==> src/rtl/multiplexor_rr_registrado.sv <==
// CHANNELS-to-1 word multiplexer with a registered output and manual or round-robin selection.
// Handshake: a word moves when valid and ready are both high on a rising CLK edge; L_ACK is the ready/valid product per channel.
module multiplexor_rr_registrado #(
    parameter int WIDTH    = 4,
    parameter int CHANNELS = 4,
    parameter int SEL_W    = $clog2(CHANNELS)
) (
    input  logic                      CLK,
    input  logic                      RST_N,
    input  logic [CHANNELS*WIDTH-1:0] L,
    input  logic [CHANNELS-1:0]       L_VALID,
    output logic [CHANNELS-1:0]       L_ACK,
    input  logic [SEL_W-1:0]          SEL,
    input  logic                      MODE,
    output logic [WIDTH-1:0]          R,
    output logic [SEL_W-1:0]          R_CH,
    output logic                      R_VALID,
    input  logic                      R_READY
);

    localparam logic [SEL_W-1:0] LAST_CH = SEL_W'(CHANNELS - 1);

    logic [SEL_W-1:0] ptr;
    logic             load;
    logic             grant_any;
    logic [SEL_W-1:0] grant_idx;
    logic [WIDTH-1:0] grant_word;
    logic             man_any;
    logic             hi_any;
    logic [SEL_W-1:0] hi_idx;
    logic             lo_any;
    logic [SEL_W-1:0] lo_idx;
    logic [SEL_W-1:0] ptr_next;

    assign load = !R_VALID || R_READY;

    // Round-robin: lowest valid channel at or above ptr wins, else wrap to the lowest valid channel.
    always_comb begin
        man_any = 1'b0;
        hi_any  = 1'b0;
        hi_idx  = '0;
        lo_any  = 1'b0;
        lo_idx  = '0;
        for (int i = CHANNELS - 1; i >= 0; i--) begin
            if (L_VALID[i]) begin
                lo_any = 1'b1;
                lo_idx = SEL_W'(i);
                if (SEL_W'(i) >= ptr) begin
                    hi_any = 1'b1;
                    hi_idx = SEL_W'(i);
                end
                if (SEL == SEL_W'(i)) begin
                    man_any = 1'b1;
                end
            end
        end
    end

    always_comb begin
        grant_any = 1'b0;
        grant_idx = '0;
        if (MODE) begin
            grant_any = lo_any;
            grant_idx = hi_any ? hi_idx : lo_idx;
        end else begin
            grant_any = man_any;
            grant_idx = SEL;
        end
    end

    always_comb begin
        grant_word = '0;
        L_ACK      = '0;
        for (int i = 0; i < CHANNELS; i++) begin
            if (grant_idx == SEL_W'(i)) begin
                grant_word = L[i*WIDTH +: WIDTH];
                L_ACK[i]   = RST_N && load && grant_any;
            end
        end
    end

    assign ptr_next = (grant_idx == LAST_CH) ? '0 : grant_idx + SEL_W'(1);

    always_ff @(posedge CLK or negedge RST_N) begin
        if (!RST_N) begin
            R       <= '0;
            R_CH    <= '0;
            R_VALID <= 1'b0;
            ptr     <= '0;
        end else if (load) begin
            if (grant_any) begin
                R       <= grant_word;
                R_CH    <= grant_idx;
                R_VALID <= 1'b1;
                if (MODE) begin
                    ptr <= ptr_next;
                end
            end else begin
                R_VALID <= 1'b0;
            end
        end
    end

endmodule

==> config.mk <==
export PLATFORM = sky130hd
export DESIGN_NAME = multiplexor_rr_registrado
export DESIGN_NICKNAME = d
export VERILOG_FILES = /design/src/rtl/multiplexor_rr_registrado.sv
export SDC_FILE = /design/constraint.sdc
export NUM_CORES = 1
export LEC_CHECK = 0
export ABC_AREA = 1
export BUFFER_PORTS_ARGS = -buffer_cell sky130_fd_sc_hd__buf_2
export CAP_MARGIN = 20
export CORE_UTILIZATION = 48
export DETAILED_ROUTE_END_ITERATION = 8
export PLACE_DENSITY = 0.94
export SLEW_MARGIN = 20
export SYNTH_ARGS = -nofsm -noshare
export SYNTH_HDL_FRONTEND = slang
export SYNTH_SLANG_ARGS = --single-unit
==> constraint.sdc <==
create_clock -name CLK -period 4.1 [get_ports CLK]
set_input_delay 0.82 -clock CLK [delete_from_list [all_inputs] [get_ports CLK]]
set_output_delay 0.82 -clock CLK [all_outputs]
set_load 0.01 [all_outputs]
Yosys cells after proc, flatten, opt, wreduce, memory -nomap -nowiden
Index checks and enable logic that the tools add are counted.
- register bits: 9
- word-level logic and storage cells: 68
- $add $sub $neg: 1
- order comparisons: 4
- equal/unequal tests: 6
- muxes and demuxes: 45
- reduce and logical (&&, ||, !) cells: 8
- operator list (kind ; count):
    2-bit two-way mux ; 15
    1-bit two-way mux ; 26
    4-bit two-way mux ; 4
    2-bit equality test (second input constant) ; 4
    2-bit by 1-bit equality test with 1-bit output (second input constant) ; 2
    1-bit by 2-bit greater-or-equal comparator with 1-bit output (first input constant) ; 2
    2-bit greater-or-equal comparator (first input constant) ; 2
    2-bit logical NOT ; 2
    3-bit AND reduction ; 1
    2-bit by 1-bit adder with 2-bit output (second input constant) ; 1
    1-bit logical AND ; 2
    2-bit AND reduction ; 1
    1-bit logical NOT ; 1
    1-bit logical OR ; 1

Depth between registers and ports, before layout
Gate-level depths: netlist of run 1.
- depth in word-level cells: 16
- mapped depth: 15
- gate-level depth less buffers: 15

Worst setup path before layout of run 1
Ideal clock, no wire load.
- path kind: in2out
- start point: input L_VALID[2]
- end point: output L_ACK[2]
- arrival time: 1.805 ns
- setup slack: 1.475 ns
- stages: 10
- path buffers: 0
- cells stage by stage: nand2_1 > nand2_1 > nor2_1 > nand2_1 > nand2_1 > nand2_1 > inv_1 > ha_1 > inv_1 > nor2_1
- cells in the longest elaborated chain, start to end: 9
- elaborated cells on any way between the ends: 27
- those cells by class: eq/ne: 1; mux: 25; reduce/logical: 1
- RTL lines (item ; line ; source):
    from (decl) ; 11 ; input logic [CHANNELS-1:0] L_VALID,
    2-bit two-way mux / 1-bit two-way mux (equally long branches) ; 45 ; if (L_VALID[i]) begin
    2-bit two-way mux / 1-bit two-way mux (equally long branches) ; 48 ; if (SEL_W'(i) >= ptr) begin
    2-bit two-way mux / 1-bit two-way mux (equally long branches) ; 45 ;
    2-bit two-way mux / 1-bit two-way mux (equally long branches) ; 48 ;
    2-bit two-way mux / 1-bit two-way mux (equally long branches) ; 45 ;
    2-bit two-way mux * ; 64 ; grant_idx = hi_any ? hi_idx : lo_idx;
    2-bit two-way mux * ; 62 ; if (MODE) begin
    net grant_idx[0] ; 26 ; logic [SEL_W-1:0] grant_idx;
    2-bit equality test * ; 75 ; if (grant_idx == SEL_W'(i)) begin
    1-bit two-way mux * ; 75 ;
    to (decl) ; 12 ; output logic [CHANNELS-1:0] L_ACK,
The timed path passes the listed nets; every way through them passes the cells marked *.

Worst setup path in the final report of run 1
- start point: input L_VALID[0]
- end point: output L_ACK[1]
- cells in the longest elaborated chain, start to end: 5
- elaborated cells on any way between the ends: 11
- those cells by class: eq/ne: 1; mux: 9; reduce/logical: 1
- RTL lines (item ; line):
    2-bit two-way mux / 1-bit two-way mux (equally long branches) ; 45
    2-bit two-way mux * ; 64
    2-bit two-way mux * ; 62
    net grant_idx[1] ; 26
    2-bit by 1-bit equality test with 1-bit output * ; 75
    1-bit two-way mux * ; 75
Marked as above.

==> impl_metrics.env, run 1 <==
export IMPL_synth_most_common_cell="nand2_1"
export IMPL_r2r_setup_slack_ns=1.98
export IMPL_seq_area_frac_synth_pct=30.05
export IMPL_grt_pass1_wl_um=3229
export IMPL_grt_overflow_total=0
export IMPL_synth_common_cells="nand2_1 (51), inv_1 (16), nor2_1 (10), dfrtp_1 (9), nand3_1 (8)"
export IMPL_peakVddDrop_mv=0.2558
export IMPL_cts_sinks=9
export IMPL_die_h_um=41.52
export IMPL_post_drt_via_cell_ratio=5.149
export IMPL_fp_row_count=13
export IMPL_clockBufferDepth=2
export IMPL_antenna_left=0
export IMPL_num_io_pins=37
export IMPL_power_leakage_nw=0.6084
export IMPL_async_flop_share_pct=100.0
export IMPL_instances_no_fill=174
export IMPL_cp_arrival_ns=2.24
export IMPL_fin_nets=190
export IMPL_synth_edf_count=0
export IMPL_p_per_area_nw_per_um2=386.6
export IMPL_met2_length_um=975
export IMPL_dr_pass1_iters=4
export IMPL_grt_pass1_vias=818
export IMPL_port_buffers=36
export IMPL_placedCellCount=170
export IMPL_cts_buffers=3
export IMPL_r2r_end="R[2]"
export IMPL_fmax_ghz=0.3265
export IMPL_yosys_area_top_type="dfrtp_1"
export IMPL_crit_path_end_kind="output port"
export IMPL_cap_violations=0
export IMPL_status="finished clean"
export IMPL_hp_class="primary input to async pin"
export IMPL_reg2reg_from="ptr[1]"
export IMPL_routed_wl_um=1924
export IMPL_start_util_pct=54.21
export IMPL_worst_setup_path_start_kind="primary input"
export IMPL_grt_max_degree=11
export IMPL_worst_clock_skew_ns=0.004428
export IMPL_setup_tns_ns=0
export IMPL_cp_required_ns=3.28
export IMPL_yosys_area_top_type_share_pct=30.05
export IMPL_hold_viol_final=0
export IMPL_clk_pin_slew_worst_paths_ns=0.06
export IMPL_ctsResizeCount=0
export IMPL_syn_nets=149
export IMPL_insertion_delay_ns=0.25
export IMPL_cp_max_fo=5
export IMPL_synthToLayoutAreaGrowth_pct=30.05
export IMPL_worstSetupPathType="primary input to output port"
export IMPL_rsz0062_at_grt="no"
export IMPL_routabilityCongestion=0.8365
export IMPL_ctsHtreeMaxLevel=1
export IMPL_yosys_warnings=0
export IMPL_dp_final_hpwl_um=1620
export IMPL_vias=896
export IMPL_ys_seq_elements=9
export IMPL_syn_inst=119
export IMPL_drt_iter0_drc=20
export IMPL_core_area_sq_um=1383
export IMPL_antenna_cells=0
export IMPL_relSlewSlack_pct=64.46
export IMPL_antenna_found_initial=0
export IMPL_wl_met3_um=103
export IMPL_ctsHoldBuffers=0
export IMPL_cts_tree="done"
export IMPL_synthTopCellsByArea="dfrtp_1 (30%), nand2_1 (26%), inv_1 (8.0%), ha_1 (6.7%), nand3_1 (5.3%)"
export IMPL_track_usage_pct=23.02
export IMPL_cts_setup_buffers=0
export IMPL_wl_per_cell_um=11.06
export IMPL_hold_slack_ns=0.4218
export IMPL_drive_gt1_share_pct=28.30
export IMPL_reg2reg_depth=15
export IMPL_avgSynthCellArea_sq_um=6.298
export IMPL_worst_pin_slew_ns=0.5275
export IMPL_setup_viol=0
export IMPL_fin_crit_sh_pct=74.69
export IMPL_cts_root_buffer="clkbuf_4"
export IMPL_post_route_drc_count=0
export IMPL_synthFlopType="dfrtp_1"
export IMPL_slew_violations=0
export IMPL_syn_area_sq_um=749.5
export IMPL_die_area_sq_um=1724
export IMPL_top_layer_used="met4"
export IMPL_synth_cell_types=16
export IMPL_wl_met1_um=816
export IMPL_chipWidth_um=41.52
export IMPL_layout_min_cycle_time_ns=3.062
## report_power, final
part	switching (mW)	internal (mW)
Sequential	0.0139	0.115
Combinational	0.114	0.0699
Clock	0.0272	0.0373
Total	0.155	0.222
## logic make-up after synthesis
| logic type | after synthesis | share of synthesized area [%] |
|---|---|---|
| AND/OR/NAND/NOR | 76 | 43.74 |
| buffers and inverters | 17 | 9.183 |
| AO/OA/AOI/OAI | 13 | 10.35 |
| flip-flops | 9 | 30.05 |
| adder cells (fa/ha/maj) | 4 | 6.678 |
## worst max-delay path: stages
cell and delay (ns):
buf_2 0.11, nand3_1 0.10, nand2_1 0.08, nor2_1 0.09
nand2_1 0.05, o21ai_0 0.21, inv_1 0.16, ha_1 0.27
inv_1 0.14, nor2_1 0.06, buf_2 0.13
## stage by stage
step | setup WS (ns) | util, % | cell area [sq um] | power, mW
4_1_cts | 1.061 | 70.50 | 974.7 | 0.3780
2_1_floorplan | 1.475 | - | 749.5 | 0.2460
3_3_place_gp | 1.179 | 68.60 | 948.4 | 0.3008
5_1_grt | 0.8476 | 70.50 | 974.7 | 0.4077
6_report | 1.038 | 70.50 | 974.7 | 0.3768
3_5_place_dp | 1.066 | 68.60 | 948.4 | 0.3105
## layout make-up
cell class                 instances  area (sq um)
clock buffer                       4         26.28
sequential                         9         225.2
multi-input combinational         93         455.4
fill                             129         407.9
timing repair buffer              36         180.2
inverter                          17         68.82
tap                               15         18.77
## cell usage in the layout (no fill, tap or decap), types with 2 or more instances in the layout
| cell | n |
|---|---|
| nand3_1 | 8 |
| a21oi_1 | 6 |
| ha_1 | 4 |
| inv_1 | 16 |
| o211ai_1 | 5 |
| nand2_1 | 51 |
| nand2_4 | 2 |
| nor2_1 | 10 |
| o21ai_0 | 2 |
| clkbuf_4 | 3 |
| buf_2 | 36 |
| dfrtp_1 | 9 |
## per-layer routing
metal  vias up  GRT usage (%)
met3         6          3.913
met4         0          9.677
li1        452              -
met1       402          28.02
met5         -              0
met2        36          39.69
## flip-flops by register name (all words and copies together) (netlist names)
register	cells
R	4
R_VALID	1
ptr	2
R_CH	2
## worst max-delay path by stage
stage               start        to  slack (ns)  depth (start not counted)
6_report       L_VALID[0]  L_ACK[1]        1.04                         11
5_1_grt        L_VALID[0]  L_ACK[1]        0.85                         11
4_1_cts        L_VALID[0]  L_ACK[1]        1.06                         11
3_5_place_dp   L_VALID[0]  L_ACK[1]        1.07                         11
3_3_place_gp   L_VALID[0]  L_ACK[1]        1.18                         11
2_1_floorplan  L_VALID[2]  L_ACK[2]        1.48                         10
Power figures use the tool's default switching activity.
==> run 2: changes to the inputs <==
--- a/config.mk
+++ b/config.mk
@@ -8,9 +8,9 @@
 export ABC_AREA = 1
 export BUFFER_PORTS_ARGS = -buffer_cell sky130_fd_sc_hd__buf_2
 export CAP_MARGIN = 20
-export CORE_UTILIZATION = 48
+export CORE_UTILIZATION = 44
 export DETAILED_ROUTE_END_ITERATION = 8
-export PLACE_DENSITY = 0.94
+export PLACE_DENSITY = 0.88
 export SLEW_MARGIN = 20
 export SYNTH_ARGS = -nofsm -noshare
 export SYNTH_HDL_FRONTEND = slang
==> constraint.sdc (replaced) <==
create_clock -name CLK -period 3.01 [get_ports CLK]
set_input_delay 0.602 -clock CLK [delete_from_list [all_inputs] [get_ports CLK]]
set_output_delay 0.602 -clock CLK [all_outputs]
set_load 0.01 [all_outputs]
==> run 2 against run 1 <==
Against the previous run:
- critical path depth unchanged
- sequential power increased by 36%
- critical path type unchanged
- largest power group unchanged
- combinational power is 33% higher
- die area rose by 8.6%
- design area up 0.26%
- clock skew increased by 0.0016 ns
- flip-flop and latch count is the same
- register-to-register slack lost 0.96 ns
- power up 36%
- hold slack worse by 0.24 ns
- first-iteration DRC count decreased by 30%
==> impl_metrics.env, run 2 (synthesized netlist as in run 1, its figures left out) <==
export IMPL_grt_busiest_layer="met2"
export IMPL_peakVddDrop_mv=0.3008
export IMPL_p_per_area_nw_per_um2=525.7
export IMPL_cp_required_ns=2.41
export IMPL_dp_final_hpwl_um=1525
export IMPL_port_buffers=36
export IMPL_die_area_sq_um=1872
export IMPL_cp_arrival_ns=2.00
export IMPL_cts_root_buffer="clkbuf_4"
export IMPL_clk_pin_slew_worst_paths_ns=0.06
export IMPL_final_common_cell="nand2_1"
export IMPL_drive_gt1_share_pct=28.93
export IMPL_status="finished clean"
export IMPL_cts_setup_buffers=0
export IMPL_track_usage_pct=21.30
export IMPL_grt_util_met3_pct=2.979
export IMPL_top_regs="R (4), R_CH (2), ptr (2)"
export IMPL_top_register="R"
export IMPL_grt_max_degree=11
export IMPL_antenna_found_initial=0
export IMPL_insertion_delay_ns=0.27
export IMPL_fin_crit_sh_pct=86.59
export IMPL_ctsResizeCount=0
export IMPL_hp_class="primary input to async pin"
export IMPL_slew_violations=0
export IMPL_drt_iter0_drc=14
export IMPL_grt_util_met2_pct=34.33
export IMPL_largest_reg_flops=4
export IMPL_layout_min_cycle_time_ns=2.606
export IMPL_antenna_left=0
export IMPL_power_leakage_nw=0.6111
export IMPL_setup_tns_ns=0
export IMPL_grt_pass1_wl_um=3015
export IMPL_antenna_cells=0
export IMPL_cts_sinks=9
export IMPL_grt_overflow_total=0
export IMPL_die_h_um=43.27
export IMPL_worstSetupPathType="primary input to output port"
export IMPL_num_io_pins=37
export IMPL_fmax_ghz=0.3837
export IMPL_core_area_sq_um=1541
export IMPL_cap_violations=0
export IMPL_place_area_sq_um=949.7
export IMPL_setup_viol=0
export IMPL_routed_wl_um=1839
export IMPL_crit_path_end_kind="output port"
export IMPL_worst_setup_path_start_kind="primary input"
export IMPL_wl_per_cell_um=10.51
export IMPL_chipWidth_um=43.27
export IMPL_hold_viol_final=0
export IMPL_post_route_drc_count=0
export IMPL_synthToLayoutAreaGrowth_pct=30.38
export IMPL_relSlewSlack_pct=69.58
export IMPL_ctsHtreeMaxLevel=1
export IMPL_ctsHoldBuffers=0
export IMPL_dr_pass1_iters=4
export IMPL_cts_buffers=3
export IMPL_stdcell_area_sq_um=977.2
export IMPL_post_drt_via_cell_ratio=4.829
export IMPL_grtUsageMet1_pct=27.66
export IMPL_cts_tree="done"
export IMPL_clockBufferDepth=2
export IMPL_vias=845
export IMPL_worst_pin_slew_ns=0.4515
export IMPL_fin_nets=190
export IMPL_fp_row_count=14
export IMPL_worst_clock_skew_ns=0.005989
export IMPL_layout_common_cells="nand2_1 (51), buf_2 (36), inv_1 (16), nor2_1 (10), dfrtp_1 (9)"
export IMPL_start_util_pct=48.62
export IMPL_cp_max_fo=5
export IMPL_rsz0062_at_grt="no"
export IMPL_routabilityCongestion=0.8398
export IMPL_fillers=147
export IMPL_grt_pass1_vias=757
-- run 2: changes by cell type in the layout (fill, tap and decap cells not counted) --
cell	change
clkbuf_1	-1
clkinv_2	+1
-- run 2: per-layer routing --
metal	wire, um	part of all wire, %
met5	0	0
met4	29	1.6
met3	88	4.8
met2	897	49
met1	824	45
-- run 2: worst paths after layout --
check	start	to	slack (ns)	cells past startpoint
min in group CLK	R[1]	R[1]	0.48	2
hold reg to reg	R[1]	R[1]	0.48	2
max in group asynchronous	RST_N	R[1]	2.62	1
hold / removal	RST_N	ptr[0]	0.19	1
setup / recovery	L_VALID[0]	L_ACK[1]	0.40	11
setup reg to reg	ptr[1]	R[0]	1.02	15
-- run 2: area by class of cell --
class	count	area, sq um	area share (%)
clock buffer	3	22.52	2.305
inverter	17	68.82	7.042
tap	16	20.02	2.049
timing repair buffer	36	180.2	18.44
clock inverter	1	5.005	0.5122
multi-input combinational	93	455.4	46.61
sequential	9	225.2	23.05
-- run 2: where the power goes --
part           switching (mW)  internal (mW)
logic                   0.150         0.0948
registers              0.0182          0.156
clock network          0.0448         0.0491
total                   0.213          0.300
-- run 2: worst max-delay path, cell delays in order --
cell and delay [ns]:
buf_2 0.11, nor2_1 0.18, nand2_1 0.08, nand3_1 0.07, nand2_1 0.05, o21ai_0 0.18
inv_1 0.13, ha_1 0.26, inv_1 0.14, nor2_1 0.06, buf_2 0.14
-- run 2: metrics by stage --
step	power (mW)	hold slack [ns]	util, %	worst slack [ns]	cells
finish	0.5137	0.1858	63.39	0.4036	175
global route	0.5608	0.1954	63.39	0.2049	175
CTS	0.5203	0.1840	63.39	0.4284	175
detailed placement	0.4207	0.4602	61.61	0.4386	171
global placement	0.4108	0.4642	61.61	0.5126	171
floorplan	0.3351	0.3064	-	0.8214	119
==> run 3: changes to the inputs <==
--- a/config.mk
+++ b/config.mk
@@ -8,9 +8,11 @@
 export ABC_AREA = 1
 export BUFFER_PORTS_ARGS = -buffer_cell sky130_fd_sc_hd__buf_2
 export CAP_MARGIN = 20
-export CORE_UTILIZATION = 44
+export CORE_MARGIN = 2
+export CORE_UTILIZATION = 47
+export CTS_BUF_LIST = sky130_fd_sc_hd__clkbuf_4 sky130_fd_sc_hd__clkbuf_8
 export DETAILED_ROUTE_END_ITERATION = 8
-export PLACE_DENSITY = 0.88
+export PLACE_DENSITY = 0.93
 export SLEW_MARGIN = 20
 export SYNTH_ARGS = -nofsm -noshare
 export SYNTH_HDL_FRONTEND = slang
==> run 3 against run 2 <==
Against the previous run:
- non-clock buffer count is the same
- flip-flop and latch count is the same
- register-to-register slack better by 0.02 ns
- design area rose by 0.26%
- sequential share of layout area decreased by 0.059 points
- core utilization increased by 1.6 points
- worst setup slack better by 0.071 ns
- clock skew rose by 0.0011 ns
==> impl_metrics.env, run 3 (synthesized netlist as in run 1, its figures left out) <==
export IMPL_fmax_ghz=0.3944
export IMPL_cts_tree="done"
export IMPL_start_util_pct=49.75
export IMPL_core_area_sq_um=1506
export IMPL_comb_power_share_pct=47.3
export IMPL_cap_violations=0
export IMPL_clkPwrFrac_pct=19.0
export IMPL_cts_buffers=3
export IMPL_crit_path_end_kind="output port"
export IMPL_wl_per_cell_um=9.903
export IMPL_slew_violations=0
export IMPL_dp_final_hpwl_um=1435
export IMPL_r2r_end="R[1]"
export IMPL_cts_root_buffer="clkbuf_4"
export IMPL_die_h_um=43.93
export IMPL_peakVddDrop_mv=0.3993
export IMPL_crit_chain="buf_2 > nor2_1 > nand2_1 > nand3_1 > nand2_1 > o21ai_0 > inv_1 > ha_1 > inv_1 > nor2_1 > buf_2"
export IMPL_instances_no_fill=175
export IMPL_antenna_cells=0
export IMPL_chipWidth_um=43.93
export IMPL_cp_max_fo=5
export IMPL_top_register="R"
export IMPL_relSlewSlack_pct=70.02
export IMPL_insertion_delay_ns=0.25
export IMPL_vias=863
export IMPL_reg2reg_from="ptr[1]"
export IMPL_cp_required_ns=2.41
export IMPL_port_buffers=36
export IMPL_cts_setup_buffers=0
export IMPL_cp_arrival_ns=1.93
export IMPL_top_regs="R (4), R_CH (2), ptr (2)"
export IMPL_ctsHoldBuffers=0
export IMPL_pwr_share_seq_pct=33.7
export IMPL_status="finished clean"
export IMPL_hold_slack_ns=0.2057
export IMPL_hp_class="primary input to async pin"
export IMPL_cpPeakStageDelay_ns=0.26
export IMPL_setup_viol=0
export IMPL_power_leakage_nw=0.6118
export IMPL_largest_reg_flops=4
export IMPL_intPower_mw=0.3110
export IMPL_clockBufferDepth=2
export IMPL_crit_start="L_VALID[0]"
export IMPL_cts_sinks=9
export IMPL_worstSetupPathType="primary input to output port"
export IMPL_dpl_worst_slack_ns=0.4893
export IMPL_worst_pin_slew_ns=0.4450
export IMPL_worst_clock_skew_ns=0.007078
export IMPL_ctsHtreeMaxLevel=1
export IMPL_power_switching_mw=0.2037
export IMPL_post_route_drc_count=0
export IMPL_crit_end="L_ACK[1]"
export IMPL_grt_max_degree=11
export IMPL_setup_tns_ns=0
export IMPL_die_area_sq_um=1930
export IMPL_synthToLayoutAreaGrowth_pct=30.72
export IMPL_placedCellCount=171
export IMPL_layout_min_cycle_time_ns=2.535
export IMPL_grt_pass1_vias=803
export IMPL_fin_nets=190
export IMPL_antenna_left=0
export IMPL_slowest_stage="ha_1"
export IMPL_drive_gt1_share_pct=28.93
export IMPL_ctsResizeCount=0
export IMPL_sw_frac_of_total_pct=39.57
export IMPL_antenna_found_initial=0
export IMPL_fp_row_count=14
export IMPL_final_common_cell="nand2_1"
export IMPL_drt_iter0_drc=10
export IMPL_fin_crit_sh_pct=84.23
export IMPL_p_per_area_nw_per_um2=525.4
export IMPL_worst_setup_path_start_kind="primary input"
export IMPL_layout_common_cells="nand2_1 (51), buf_2 (36), inv_1 (16), nor2_1 (10), dfrtp_1 (9)"
export IMPL_routed_wl_um=1733
export IMPL_r2r_setup_slack_ns=1.04
export IMPL_grt_pass1_wl_um=3022
export IMPL_reg2reg_depth=15
export IMPL_rsz0062_at_grt="no"
export IMPL_hold_viol_final=0
export IMPL_dr_pass1_iters=6
export IMPL_grt_overflow_total=0
export IMPL_clk_pin_slew_worst_paths_ns=0.06
export IMPL_num_io_pins=37
export IMPL_fin_ws_ns=0.4748
export IMPL_finalCoreUtilization_pct=65.03
export IMPL_track_usage_pct=20.10
export IMPL_post_drt_via_cell_ratio=4.931
export IMPL_routabilityCongestion=0.8926
[run 3: worst min path at each step]
stage	slack, ns	end
2_1_floorplan	0.31	R[0]
3_3_place_gp	0.46	R[1]
3_5_place_dp	0.46	R[0]
4_1_cts	0.21	R[0]
5_1_grt	0.20	R[2]
6_report	0.21	R[0]
[run 3: critical path: cells and delay by family]
family	cells	cell delay (ns)
buf+inv	4	0.52
simple gates	5	0.38
fa+ha+maj	1	0.26
compound gates	1	0.18
[run 3: power groups by stage]
stage	clock, mW	combinational (mW)	sequential (mW)
floorplan	0	0.146	0.189
global placement	0	0.237	0.174
detailed placement	0	0.242	0.175
CTS	0.101	0.245	0.174
global route	0.111	0.280	0.179
finish	0.0979	0.243	0.174
[run 3: cell type report]
cell class                      instances  area [sq um]
Clock buffer                            4         30.03
Fill cell                             131         526.8
Inverter                               17         68.82
Multi-Input combinational cell         93         455.4
Sequential cell                         9         225.2
Tap cell                               16         20.02
Timing Repair Buffer                   36         180.2
[run 3: metal layers]
| layer | global-route usage (%) | up-vias | part of all wire [%] | routed length, um |
|---|---|---|---|---|
| met1 | 25.78 | 382 | 44 | 763 |
| met5 | 0 | - | 0 | 0 |
| met2 | 34.12 | 29 | 51 | 882 |
| li1 | - | 452 | - | - |
| met4 | 6.667 | 0 | 0 | 0 |
| met3 | 3.333 | 0 | 5.0 | 87 |
[run 3: through the flow]
| stage | power (mW) | instance area [sq um] |
|---|---|---|
| final | 0.5147 | 979.7 |
| after global routing | 0.5694 | 979.7 |
| after CTS | 0.5196 | 979.7 |
| after detailed placement | 0.4175 | 949.7 |
| after global placement | 0.4107 | 949.7 |
| after floorplan | 0.3351 | 749.5 |
